[src/rtl/data_table_ram_ctrl.sv]
// data_table_ram_ctrl: sequencer/arbiter in front of the data_table_ram
// simple-dual-port table. Clears the table after reset or on request, passes
// one writer straight through to the write port, round-robins two readers onto
// the single read port and returns tagged responses with write-first bypass.
module data_table_ram_ctrl #(
  parameter int unsigned           ADDR_WIDTH = 9,
  parameter int unsigned           DATA_WIDTH = 38,
  parameter logic [DATA_WIDTH-1:0] INIT_VAL   = '0
) (
  input  logic                  clk,
  input  logic                  rst_n,

  // Clear control
  input  logic                  clr_req,
  output logic                  init_busy,

  // Writer
  input  logic                  wr_req,
  input  logic [ADDR_WIDTH-1:0] wr_addr,
  input  logic [DATA_WIDTH-1:0] wr_data,
  output logic                  wr_ack,

  // Reader 0
  input  logic                  rd0_req,
  input  logic [ADDR_WIDTH-1:0] rd0_addr,
  output logic                  rd0_gnt,

  // Reader 1
  input  logic                  rd1_req,
  input  logic [ADDR_WIDTH-1:0] rd1_addr,
  output logic                  rd1_gnt,

  // Tagged read response
  output logic                  rsp_valid,
  output logic                  rsp_id,
  output logic [DATA_WIDTH-1:0] rsp_data,

  // RAM side
  output logic                  ram_wr_en,
  output logic [ADDR_WIDTH-1:0] ram_wr_addr,
  output logic [DATA_WIDTH-1:0] ram_wr_data,
  output logic [ADDR_WIDTH-1:0] ram_rd_addr,
  input  logic [DATA_WIDTH-1:0] ram_rd_data
);

  localparam logic [0:0] ST_INIT = 1'b0;
  localparam logic [0:0] ST_RUN  = 1'b1;

  localparam logic [ADDR_WIDTH-1:0] CLR_LAST = '1;

  logic [0:0]            state_q, state_d;
  logic [ADDR_WIDTH-1:0] clr_cnt_q, clr_cnt_d;
  logic                  rr_ptr_q, rr_ptr_d;
  logic                  rsp_valid_q, rsp_valid_d;
  logic                  rsp_id_q, rsp_id_d;
  logic                  byp_q, byp_d;
  logic [DATA_WIDTH-1:0] byp_data_q, byp_data_d;

  logic in_run;
  logic rd_gnt_any;
  logic collide;

  assign in_run = (state_q == ST_RUN);

  // Round-robin read grant; rr_ptr only breaks ties when both readers request
  always_comb begin
    rd0_gnt = 1'b0;
    rd1_gnt = 1'b0;
    if (in_run) begin
      case ({rd1_req, rd0_req})
        2'b01:   rd0_gnt = 1'b1;
        2'b10:   rd1_gnt = 1'b1;
        2'b11: begin
          if (rr_ptr_q) begin
            rd1_gnt = 1'b1;
          end else begin
            rd0_gnt = 1'b1;
          end
        end
        default: ;
      endcase
    end
  end

  assign rd_gnt_any  = rd0_gnt | rd1_gnt;
  // With no grant the read address defaults to reader 0; the RAM output is ignored
  assign ram_rd_addr = rd1_gnt ? rd1_addr : rd0_addr;

  assign wr_ack    = in_run & wr_req;
  assign init_busy = ~in_run;

  // Write port mux: clear sweep while initialising, writer pass-through otherwise
  always_comb begin
    if (in_run) begin
      ram_wr_en   = wr_req;
      ram_wr_addr = wr_addr;
      ram_wr_data = wr_data;
    end else begin
      ram_wr_en   = 1'b1;
      ram_wr_addr = clr_cnt_q;
      ram_wr_data = INIT_VAL;
    end
  end

  // A read landing on the address being written this cycle must see the new word
  assign collide = rd_gnt_any & wr_ack & (ram_rd_addr == wr_addr);

  // Next-state: clear sequencing and run-mode transitions
  always_comb begin
    state_d   = state_q;
    clr_cnt_d = clr_cnt_q;
    if (in_run) begin
      clr_cnt_d = '0;
      if (clr_req) begin
        state_d = ST_INIT;
      end
    end else begin
      clr_cnt_d = clr_cnt_q + 1'b1;
      if (clr_cnt_q == CLR_LAST) begin
        state_d = ST_RUN;
      end
    end
  end

  // Next-state: arbiter pointer, response tag and bypass capture
  always_comb begin
    rr_ptr_d    = rr_ptr_q;
    rsp_valid_d = rd_gnt_any;
    rsp_id_d    = rsp_id_q;
    byp_d       = collide;
    byp_data_d  = byp_data_q;
    if (rd_gnt_any) begin
      rr_ptr_d = ~rd1_gnt;
      rsp_id_d = rd1_gnt;
    end
    if (collide) begin
      byp_data_d = wr_data;
    end
  end

  // State registers; reset drops any in-flight response
  always_ff @(posedge clk or negedge rst_n) begin
    if (!rst_n) begin
      state_q     <= ST_INIT;
      clr_cnt_q   <= '0;
      rr_ptr_q    <= 1'b0;
      rsp_valid_q <= 1'b0;
      rsp_id_q    <= 1'b0;
      byp_q       <= 1'b0;
      byp_data_q  <= '0;
    end else begin
      state_q     <= state_d;
      clr_cnt_q   <= clr_cnt_d;
      rr_ptr_q    <= rr_ptr_d;
      rsp_valid_q <= rsp_valid_d;
      rsp_id_q    <= rsp_id_d;
      byp_q       <= byp_d;
      byp_data_q  <= byp_data_d;
    end
  end

  assign rsp_valid = rsp_valid_q;
  assign rsp_id    = rsp_id_q;
  // RAM data arrives one cycle after the grant, aligned with rsp_valid
  assign rsp_data  = byp_q ? byp_data_q : ram_rd_data;

endmodule

[config.mk]
export PLATFORM = sky130hd
export DESIGN_NAME = data_table_ram_ctrl
export DESIGN_NICKNAME = d
export VERILOG_FILES = /design/src/rtl/data_table_ram_ctrl.sv
export SDC_FILE = /design/constraint.sdc
export NUM_CORES = 1
export LEC_CHECK = 0
export ABC_AREA = 0
export ABC_CLOCK_PERIOD_IN_PS = 3100
export BUFFER_PORTS_ARGS = -buffer_cell sky130_fd_sc_hd__buf_4
export CAP_MARGIN = 20
export CELL_PAD_IN_SITES_DETAIL_PLACEMENT = 0
export CELL_PAD_IN_SITES_GLOBAL_PLACEMENT = 1
export CORE_MARGIN = 2
export CORE_UTILIZATION = 31
export CTS_BUF_LIST = sky130_fd_sc_hd__clkbuf_16
export DETAILED_ROUTE_END_ITERATION = 6
export GPL_TIMING_DRIVEN = 1
export PLACE_DENSITY_LB_ADDON = 0.15
export RECOVER_POWER = 100
export SLEW_MARGIN = 20
export SYNTH_ARGS = -nofsm -noshare
export SYNTH_HDL_FRONTEND = slang
export SYNTH_SLANG_ARGS = --single-unit
[constraint.sdc]
create_clock -name clk -period 3.1 [get_ports clk]
set_input_delay 0.155 -clock clk [delete_from_list [all_inputs] [get_ports clk]]
set_output_delay 0.155 -clock clk [all_outputs]
set_load 0.01 [all_outputs]
==> results of run 1 <==
==> what timing repair did <==
action,CTS,global route
hold endpoints to repair,52,0
resized for setup,0,0
hold buffers,1,0
==> path summary, 6_finish.rpt <==
check / startpoint / end / slack (ns) / depth (start not counted)
setup / recovery: rr_ptr_q$_DFFE_PN0P_ / byp_data_q[6]$_DFFE_PN0P_ / 0.45 / 7
hold / removal: clr_req / in_run$_DFF_PN0_ / 0.05 / 2
setup reg to reg: rr_ptr_q$_DFFE_PN0P_ / byp_data_q[6]$_DFFE_PN0P_ / 0.45 / 7
hold reg to reg: byp_data_q[15]$_DFFE_PN0P_ / byp_data_q[15]$_DFFE_PN0P_ / 0.49 / 1
max in group asynchronous: rst_n / in_run$_DFF_PN0_ / 1.55 / 2
min in group asynchronous: rst_n / byp_data_q[11]$_DFFE_PN0P_ / 0.69 / 2
==> synthesized netlist by cell type <==
master     instances  share of area
a21o_1             1         0.0024
a21oi_1            3         0.0047
a21oi_4            1         0.0051
a221oi_1           2         0.0055
a2bb2oi_1          1         0.0028
a31oi_1            2         0.0039
and2_1            39          0.077
and3_1             1         0.0020
buf_1              1         0.0012
buf_2              2         0.0031
buf_4              1         0.0024
buf_6              1         0.0035
clkbuf_1          10          0.012
dfrtp_1           52           0.41
ha_1               2         0.0079
inv_1             11          0.013
inv_2              1         0.0012
mux2_1             4          0.014
mux2_2            78           0.28
mux2_4             9          0.042
mux2i_1            1         0.0031
nand2_1            9          0.011
nand2_2            1         0.0020
nand2b_1           4         0.0079
nand3_1            4         0.0063
nand4_1            2         0.0039
nand4b_1           1         0.0028
nor2_1            10          0.012
nor2b_1            2         0.0039
o21ai_0            6         0.0094
o21bai_1           1         0.0024
o22ai_1            4         0.0079
o31ai_1            1         0.0024
or3_1              2         0.0039
or4_1              1         0.0024
xnor2_1            2         0.0055
xor2_1             9          0.025
==> area by class of cell <==
| class | instances | area share |
|---|---|---|
| inverters | 12 | 0.00962 |
| flip-flops and latches | 52 | 0.278 |
| clock buffers | 5 | 0.0267 |
| clock inverters | 3 | 0.00267 |
| well taps | 133 | 0.0355 |
| multi-input cells | 203 | 0.370 |
| repair buffers | 214 | 0.277 |
==> routing by layer <==
metal,vias up,routed length [µm],share of wire
met1,1309,3710,0.41
met4,0,110,0.012
met2,107,4760,0.52
met3,6,548,0.060
li1,1380,-,-
met5,-,0,0
==> flip-flops by register name, indices dropped and copies added (netlist names) <==
register    flops
in_run          1
rsp_valid       1
byp_q           1
rr_ptr_q        1
byp_data_q     38
clr_cnt_q       9
rsp_id          1
==> report_power, final <==
| group | total, µW | leakage (µW) | internal (µW) | switching [µW] |
|---|---|---|---|---|
| clock network | 517 | 0.0000762 | 292 | 225 |
| registers | 783 | 0.000707 | 726 | 56.2 |
| logic | 408 | 0.00151 | 220 | 187 |
| total | 1710 | 0.00229 | 1240 | 468 |
==> cell families (layout without fill, tap and decap cells) <==
logic type	Yosys count	count (layout)	share of synthesized area
DFF	52	52	0.409
adders and majority gates	2	2	0.00787
xor gates and xnor gates	11	11	0.0303
and+or+nand+nor	76	76	0.134
muxes	92	92	0.336
AOI/OAI and AO/OA	22	22	0.0464
buffers and inverters	27	234	0.0362
==> worst reg2reg max path, delay by kind of cell, from the launching register on <==
kind / cells / cell delay (ns)
mux: 2 / 0.79
compound gates: 2 / 0.74
buf+inv: 2 / 0.45
flops: 1 / 0.39
simple gates: 1 / 0.15
==> stage by stage <==
stage / instances / utilization / power [µW] / cell area [µm²]
after detailed placement: 613 / 0.494 / 1270 / 4880
after global routing: 622 / 0.475 / 1820 / 4680
final: 622 / 0.475 / 1710 / 4680
after CTS: 622 / 0.509 / 1810 / 5020
after global placement: 613 / 0.494 / 1270 / 4880
after floorplan: 282 / - / 980 / 3180
==> flow_summary_export.csv, run 1 <==
group,metric,value,unit
global_route,grt.busiest_layer,"met2",
layout,num-nets-final,599,
routing,wl,9130,µm
hold_path,min_path_type,"in -> reg",
layout,syn2layout_area_growth,47.2,%
placement,dpl.hpwl,7070,µm
setup_path,critPathKind,"reg -> reg",
synth,syn_avg_cell_area,11.3,µm²
power_and_ir_drop,power_leakage,0.00229,µW
timing,fmaxAchievable,378,MHz
setup_path,crit_slowest_cell,"a21oi_4",
timing,tightest_slew,1.30,ns
setup_path,crit_family,"multiplexers",
routing,routedWlPerCell,14.7,µm
die,die_h,105,µm
die,fp-row-count,36,
layout,nFillCells,1040,
run,drv_cap,0,
routing,ant_nets,0,
global_route,first_global_vias,2887,
timing,setup_viol,0,
die,die_area,11100,µm²
global_route,grt_max_degree,61,
timing,setup_tns,0,ns
layout,regArea,1300,µm²
global_route,use_met1,0.201,
cts,cts_tree,"done",
global_route,grt_pass1_wl,14700,µm
power_and_ir_drop,irDropWorstVdd,0.217,mV
synth,ys_ff_latch,52,
synth,synthCells,282,
timing,timing.final.max_slew_violations,0,
setup_path,path_max_fanout,19,
layout,diodes,0,
synth,syn_nets,393,
global_route,grtUsageTotal,0.162,
synth,synth_warnings,0,
global_route,use_met2,0.289,
routing,drt-pass1-iter-count,3,
setup_path,crit_buf_inv,2,
run_status,outcome,"finished clean",
synth,synth_seq_area_share,0.409,
placement,gp_congestion,0.780,
routing,route.detailed.drc,0,
die,chipWidth,105,µm
placement,place_ws,0.606,ns
die,start_util,0.322,
routing,vias_per_cell,4.50,
layout,layout-drive-gt1-share,0.450,
timing,clock_skew,0.00727,ns
timing,fin_crit_sh,0.853,
timing,final.setup.worst_slack,0.455,ns
power_and_ir_drop,power_density,364,nW/µm²
global_route,met3_usage,0.0315,
layout,final_cell_mix,"129 x buf_4, 81 x clkbuf_1, 78 x mux2_2",
cts,numCtsBuffers,5,
setup_path,cpPeakStageDelay,0.44,ns
timing,final_hold_viol_count,0,
setup_path,worstPathRequired,3.27,ns
setup_path,cp_cell_sequence,"inv_1 > a21oi_4 > mux2_1 > a221oi_1 > nand4b_1 > clkbuf_2 > mux2_4",
cts,clock_sinks,52,
global_route,globalRouteOverflowTotal,0,
setup_path,end_kind,"flop",
setup_path,critPathLaunchType,"flop",
setup_path,worst_ep_arrival_time,2.81,ns
die,io_pins,210,
timing,relSlewSlack,0.136,
timing,rsz0062_at_grt,"false",
cts,post_cts_buffers,0,
layout,final_common_cell,"buf_4",
cts,insertion_delay,0.28,ns
placement,port_buffers,209,
cts,cts-root-buf,"clkbuf_16",
global_route,antenna_found_initial,0,
routing,num_vias,2802,
timing,post-route-min-period,2.65,ns
synth,netlist_area,3180,µm²
cts,cts_max_path_buffers,2,
synth,synthDistinctLibCells,37,
routing,first_iter_violations,89,
timing,worst_hold_slack,0.0452,ns
cts,cts_max_level,2,
layout,multi_input_area,1730,µm²
cts,path_clk_slew,0.07,ns
die,fp.coreArea,9860,µm²
Power figures use the tool's default switching activity.
==> run 2: changes to the inputs <==
--- a/config.mk
+++ b/config.mk
@@ -11,7 +11,7 @@
 export CAP_MARGIN = 20
 export CELL_PAD_IN_SITES_DETAIL_PLACEMENT = 0
 export CELL_PAD_IN_SITES_GLOBAL_PLACEMENT = 1
-export CORE_MARGIN = 2
+export CORE_MARGIN = 5
 export CORE_UTILIZATION = 31
 export CTS_BUF_LIST = sky130_fd_sc_hd__clkbuf_16
 export DETAILED_ROUTE_END_ITERATION = 6
==> run 2 against run 1 <==
Effect of this change: the run now ends with max-capacitance violations, max-slew violations left; non-clock buffer count down 1; utilization down 0.96 points; power up 5.4%; flip-flop and latch count unchanged; die area up 12%; clock power up 18%; register-to-register slack better by 0.17 ns; combinational power up 1%; critical path depth up 1; critical path type unchanged; highest routed layer unchanged.
==> flow_summary_export.csv, run 2 (synthesized netlist as in run 1, its figures left out) <==
group,metric,value,unit
run_status,outcome,"finished with violations",
run_status,violations,"max-capacitance violations, max-slew violations",
cts,clock_sinks,52,
timing,fmaxAchievable,404,MHz
layout,num-nets-final,598,
layout,nFillCells,1066,
die,io_pins,210,
routing,ant_nets,0,
die,chipWidth,111,µm
setup_path,worstPathRequired,3.27,ns
setup_path,critPathKind,"reg -> reg",
layout,layout-drive-gt1-share,0.455,
routing,first_iter_violations,40,
timing,fin_crit_sh,0.798,
setup_path,r2r-end,"byp_data_q[12]$_DFFE_PN0P_",
global_route,grtUsageTotal,0.155,
cts,path_clk_slew,0.07,ns
timing,setup_tns,0,ns
cts,insertion_delay,0.28,ns
setup_path,endpoint,"byp_data_q[12]$_DFFE_PN0P_",
layout,reg_top3,"byp_data_q x38, clr_cnt_q x9",
setup_path,crit_buf_inv,3,
placement,port_buffers,209,
placement,gp_congestion,0.839,
setup_path,cpPeakStageDelay,0.46,ns
cts,post_cts_buffers,0,
timing,rsz0062_at_grt,"false",
routing,num_vias,2856,
routing,wl,9870,µm
power_and_ir_drop,power_density,380,nW/µm²
power_and_ir_drop,irDropWorstVdd,0.256,mV
routing,vias_per_cell,4.58,
layout,final_common_cell,"buf_4",
setup_path,r2r_slack,0.63,ns
setup_path,end_kind,"flop",
layout,largest_reg_flops,38,
global_route,grt_pass1_wl,15700,µm
global_route,antenna_found_initial,0,
layout,diodes,0,
timing,relSlewSlack,-0.0562,
timing,setup_viol,0,
cts,cts_max_level,2,
setup_path,critPathLaunchType,"flop",
setup_path,r2r.worst_path.cells,8,
routing,drt-pass1-iter-count,4,
setup_path,cp_cell_sequence,"inv_1 > a21oi_4 > clkbuf_1 > a31oi_1 > a221oi_1 > nand4b_1 > buf_4 > mux2_1",
timing,final_hold_viol_count,0,
cts,cts_max_path_buffers,2,
timing,timing.final.max_slew_violations,39,
routing,routedWlPerCell,15.8,µm
power_and_ir_drop,power_leakage,0.00233,µW
die,start_util,0.312,
global_route,grt_max_degree,61,
setup_path,crit_slowest_cell,"clkbuf_1",
layout,syn2layout_area_growth,48.9,%
global_route,globalRouteOverflowTotal,0,
die,fp.coreArea,10200,µm²
layout,largest_register,"byp_data_q",
setup_path,rr_startpoint,"rr_ptr_q$_DFFE_PN0P_",
setup_path,worst_ep_arrival_time,2.64,ns
die,fp-row-count,37,
die,die_h,111,µm
setup_path,cp.depth,8,
layout,final_cell_mix,"138 x buf_4, 73 x mux2_2, 73 x clkbuf_1",
placement,dpl.hpwl,7750,µm
timing,clock_skew,0.00638,ns
cts,cts-root-buf,"clkbuf_16",
cts,numCtsBuffers,5,
hold_path,min_path_type,"in -> reg",
power_and_ir_drop,p_total,1800,µW
cts,cts_tree,"done",
timing,tightest_slew,1.58,ns
setup_path,startpoint,"rr_ptr_q$_DFFE_PN0P_",
global_route,first_global_vias,3042,
setup_path,path_max_fanout,39,
routing,route.detailed.drc,0,
setup_path,crit_family,"buffers and inverters",
run,drv_cap,1,
timing,post-route-min-period,2.47,ns
die,die_area,12400,µm²
## run 2: timing repair
| action | 4_1_cts | 5_1_grt |
|---|---|---|
| resized for setup | 0 | 0 |
| hold buffers | 1 | 0 |
| endpoints found under the setup margin | 0 | 0 |
| endpoints found under the hold margin | 52 | 0 |
## run 2: worst min-delay path by stage
stage,from,end,slack [ns],cells past startpoint
2_1_floorplan,rst_n,byp_data_q[0]$_DFFE_PN0P_,-0.14,0
3_3_place_gp,rst_n,byp_data_q[13]$_DFFE_PN0P_,0.24,1
3_5_place_dp,rst_n,byp_data_q[13]$_DFFE_PN0P_,0.25,1
4_1_cts,clr_req,in_run$_DFF_PN0_,0.08,2
5_1_grt,clr_req,in_run$_DFF_PN0_,0.09,2
6_report,clr_req,in_run$_DFF_PN0_,0.08,2
## run 2: routing by layer
layer | GRT usage | wire, µm | vias up
met2 | 0.269 | 4890 | 120
met1 | 0.191 | 4170 | 1341
met4 | 0.0389 | 130 | 0
met5 | 0 | 0 | -
li1 | - | - | 1383
met3 | 0.0426 | 675 | 12
## run 2: power by group
part           switching [µW]  leakage, µW  internal, µW  total, µW
combinational             189      0.00153           224        412
clock                     231    0.0000850           377        608
sequential               53.2     0.000707           726        780
## run 2: final cells by class
| class | count | area (µm²) | area share |
|---|---|---|---|
| Sequential cell | 52 | 1300 | 0.275 |
| Inverter | 12 | 45.0 | 0.00951 |
| Clock inverter | 3 | 38.8 | 0.00819 |
| Multi-Input combinational cell | 203 | 1730 | 0.365 |
| Tap cell | 136 | 170 | 0.0359 |
| Clock buffer | 5 | 125 | 0.0264 |
| Timing Repair Buffer | 213 | 1330 | 0.280 |
## run 2: stage by stage
stage,std cells,setup WS [ns],hold WS [ns],cell area [µm²],util
2_1_floorplan,282,0.788,-0.141,3180,-
3_3_place_gp,615,0.771,0.236,4870,0.479
3_5_place_dp,615,0.701,0.247,4870,0.479
4_1_cts,624,0.702,0.0779,5050,0.496
5_1_grt,624,0.456,0.0853,4740,0.465
6_report,624,0.627,0.0808,4740,0.465
==> run 3: changes to the inputs <==
--- a/config.mk
+++ b/config.mk
@@ -5,14 +5,14 @@
 export SDC_FILE = /design/constraint.sdc
 export NUM_CORES = 1
 export LEC_CHECK = 0
-export ABC_AREA = 0
-export ABC_CLOCK_PERIOD_IN_PS = 3100
+export ABC_AREA = 1
+export ABC_CLOCK_PERIOD_IN_PS = 2150
 export BUFFER_PORTS_ARGS = -buffer_cell sky130_fd_sc_hd__buf_4
 export CAP_MARGIN = 20
 export CELL_PAD_IN_SITES_DETAIL_PLACEMENT = 0
 export CELL_PAD_IN_SITES_GLOBAL_PLACEMENT = 1
 export CORE_MARGIN = 5
-export CORE_UTILIZATION = 31
+export CORE_UTILIZATION = 26
 export CTS_BUF_LIST = sky130_fd_sc_hd__clkbuf_16
 export DETAILED_ROUTE_END_ITERATION = 6
 export GPL_TIMING_DRIVEN = 1
==> constraint.sdc (replaced) <==
create_clock -name clk -period 2.15 [get_ports clk]
set_input_delay 0.1075 -clock clk [delete_from_list [all_inputs] [get_ports clk]]
set_output_delay 0.1075 -clock clk [all_outputs]
set_load 0.01 [all_outputs]
==> run 3 against run 2 <==
Effect of this change: the flow now finishes without violations; via count is 40% higher; sequential share of layout area is 2.0 points lower; flip-flop and latch count stayed put; critical path depth is 3 lower; final area is 8.0% higher; register-to-register slack worse by 0.39 ns.
==> flow_summary_export.csv, run 3 <==
group,metric,value,unit
cts,numCtsBuffers,5,
layout,num-nets-final,849,
synth,synth_seq_area_share,0.367,
cts,cts_max_level,2,
synth,synth_ff_type,"dfrtp_1",
global_route,first_global_vias,4015,
synth,synthCells,546,
setup_path,r2r.worst_path.cells,12,
setup_path,worstPathRequired,2.04,ns
global_route,grtUsageTotal,0.145,
synth,synth.most_common_cell,"nand2_1",
setup_path,rr_startpoint,"in_run$_DFF_PN0_",
power_and_ir_drop,power_density,522,nW/µm²
timing,fmaxAchievable,521,MHz
run_status,outcome,"finished clean",
die,fp.coreArea,13300,µm²
synth,syn_avg_cell_area,6.50,µm²
routing,first_iter_violations,238,
cts,path_clk_slew,0.07,ns
setup_path,critPathKind,"reg -> out",
timing,tightest_slew,1.33,ns
setup_path,path_max_fanout,55,
cts,insertion_delay,0.28,ns
layout,fin_cells,915,
die,fp-row-count,42,
synth,synthDistinctLibCells,22,
layout,layout-drive-gt1-share,0.184,
cts,cts-root-buf,"clkbuf_16",
run,drv_cap,0,
layout,diodes,0,
cts,cts_max_path_buffers,2,
global_route,grt_max_degree,56,
power_and_ir_drop,irDropWorstVdd,0.315,mV
routing,num_vias,3998,
routing,ant_nets,0,
synth,syn_nets,657,
cts,post_cts_buffers,0,
placement,dpl.hpwl,9230,µm
power_and_ir_drop,p_total,2670,µW
setup_path,worst_ep_arrival_time,1.81,ns
timing,worst_hold_slack,0.0337,ns
timing,final_hold_viol_count,0,
setup_path,startpoint,"in_run$_DFF_PN0_",
synth,ys_ff_latch,52,
routing,wl,12100,µm
routing,drt-pass1-iter-count,4,
routing,vias_per_cell,4.37,
setup_path,end_kind,"primary output",
routing,routedWlPerCell,13.2,µm
cts,cts_tree,"done",
synth,netlist_area,3550,µm²
die,die_area,16100,µm²
routing,route.detailed.drc,0,
timing,setup_tns,0,ns
synth,yosys.area.top_type,"dfrtp_1",
setup_path,r2r-end,"byp_data_q[13]$_DFFE_PN0P_",
global_route,antenna_found_initial,0,
placement,gp_congestion,0.788,
hold_path,min_path_type,"in -> reg",
timing,clock_skew,0.00403,ns
power_and_ir_drop,power_leakage,0.00280,µW
synth,netlist_top_cells_count,"135 x nand2_1, 101 x inv_1, 60 x nand3_1, 56 x nor2_1, 52 x dfrtp_1",
timing,fin_crit_sh,0.892,
synth,synth_warnings,0,
synth,synth-edff-count,0,
setup_path,r2r_slack,0.24,ns
die,io_pins,210,
timing,timing.final.max_slew_violations,0,
die,start_util,0.267,
timing,rsz0062_at_grt,"false",
timing,setup_viol,0,
synth,synth_top_area_share,0.367,
layout,largest_register,"byp_data_q",
layout,largest_reg_flops,38,
die,die_h,127,µm
placement,port_buffers,209,
global_route,globalRouteOverflowTotal,0,
setup_path,critPathLaunchType,"flop",
placement,placed_cells,906,
die,chipWidth,127,µm
timing,relSlewSlack,0.114,
global_route,grt_pass1_wl,19400,µm
setup_path,endpoint,"ram_wr_addr[2]",
cts,clock_sinks,52,
layout,syn2layout_area_growth,44.1,%
synth,ys_async_sr_fraction,1.00,
synth,synthTopCellsByArea,"dfrtp_1 37%, nand2_1 14%, inv_1 11%, nand3_1 8.5%, o21bai_1 8.3%",
layout,final_cell_mix,"134 x nand2_1, 113 x buf_4, 103 x inv_1",
layout,final_common_cell,"nand2_1",
timing,post-route-min-period,1.92,ns
layout,reg_top3,"byp_data_q x38, clr_cnt_q x9",
[run 3: routing by layer]
| metal | GRT usage | part of all wire | vias to the layer above |
|---|---|---|---|
| met2 | 0.267 | 0.50 | 110 |
| li1 | - | - | 2065 |
| met4 | 0.0353 | 0.014 | 0 |
| met3 | 0.0248 | 0.052 | 8 |
| met1 | 0.175 | 0.43 | 1815 |
| met5 | 0 | 0 | - |
[run 3: cell type report]
type / count / area [µm²]
Timing Repair Buffer: 217 / 1330
Multi-Input combinational cell: 358 / 1710
Sequential cell: 52 / 1300
Clock buffer: 5 / 125
Fill cell: 1516 / 8180
Tap cell: 176 / 220
Inverter: 104 / 392
Clock inverter: 3 / 37.5
[run 3: worst min-delay path by stage]
stage / startpoint / slack (ns) / depth (start not counted) / endpoint
3_5_place_dp: rst_n / 0.20 / 1 / byp_data_q[36]$_DFFE_PN0P_
4_1_cts: clr_req / 0.03 / 2 / in_run$_DFF_PN0_
3_3_place_gp: rst_n / 0.20 / 1 / byp_data_q[36]$_DFFE_PN0P_
6_report: clr_req / 0.03 / 2 / in_run$_DFF_PN0_
5_1_grt: clr_req / 0.04 / 2 / in_run$_DFF_PN0_
2_1_floorplan: rst_n / -0.19 / 0 / byp_data_q[0]$_DFFE_PN0P_
[run 3: critical path, stage by stage (launching register included)]
cell and delay, ns:
dfrtp_2 0.37, buf_4 0.48, inv_1 0.08, buf_4 0.21, o21ai_0 0.21, clkbuf_1 0.18
[run 3: through the flow]
| stage | instance area [µm²] | util | setup WS [ns] |
|---|---|---|---|
| finish | 5110 | 0.385 | 0.232 |
| global route | 5110 | 0.385 | 0.0386 |
| CTS | 5480 | 0.412 | 0.168 |
| detailed placement | 5300 | 0.399 | 0.189 |
| global placement | 5300 | 0.399 | 0.238 |
| floorplan | 3550 | - | 0.339 |
[run 3: logic make-up after synthesis]
| kind of cell | synth area share |
|---|---|
| simple gates | 0.302 |
| buf+inv | 0.157 |
| compound gates | 0.167 |
| flops | 0.367 |
| fa+ha+maj | 0.00705 |
[run 3: power by group]
| part | leakage [µW] | switching, µW | total (µW) | internal [µW] |
|---|---|---|---|---|
| clock network | 0.0000864 | 340 | 881 | 541 |
| logic | 0.00221 | 381 | 670 | 289 |
| registers | 0.000503 | 62.6 | 1120 | 1060 |
[run 3: what timing repair did]
item / CTS / global route
endpoints found under the setup margin: 0 / 1
endpoints found under the hold margin: 52 / 0
hold buffers: 1 / 0
gates resized for setup: 0 / 1
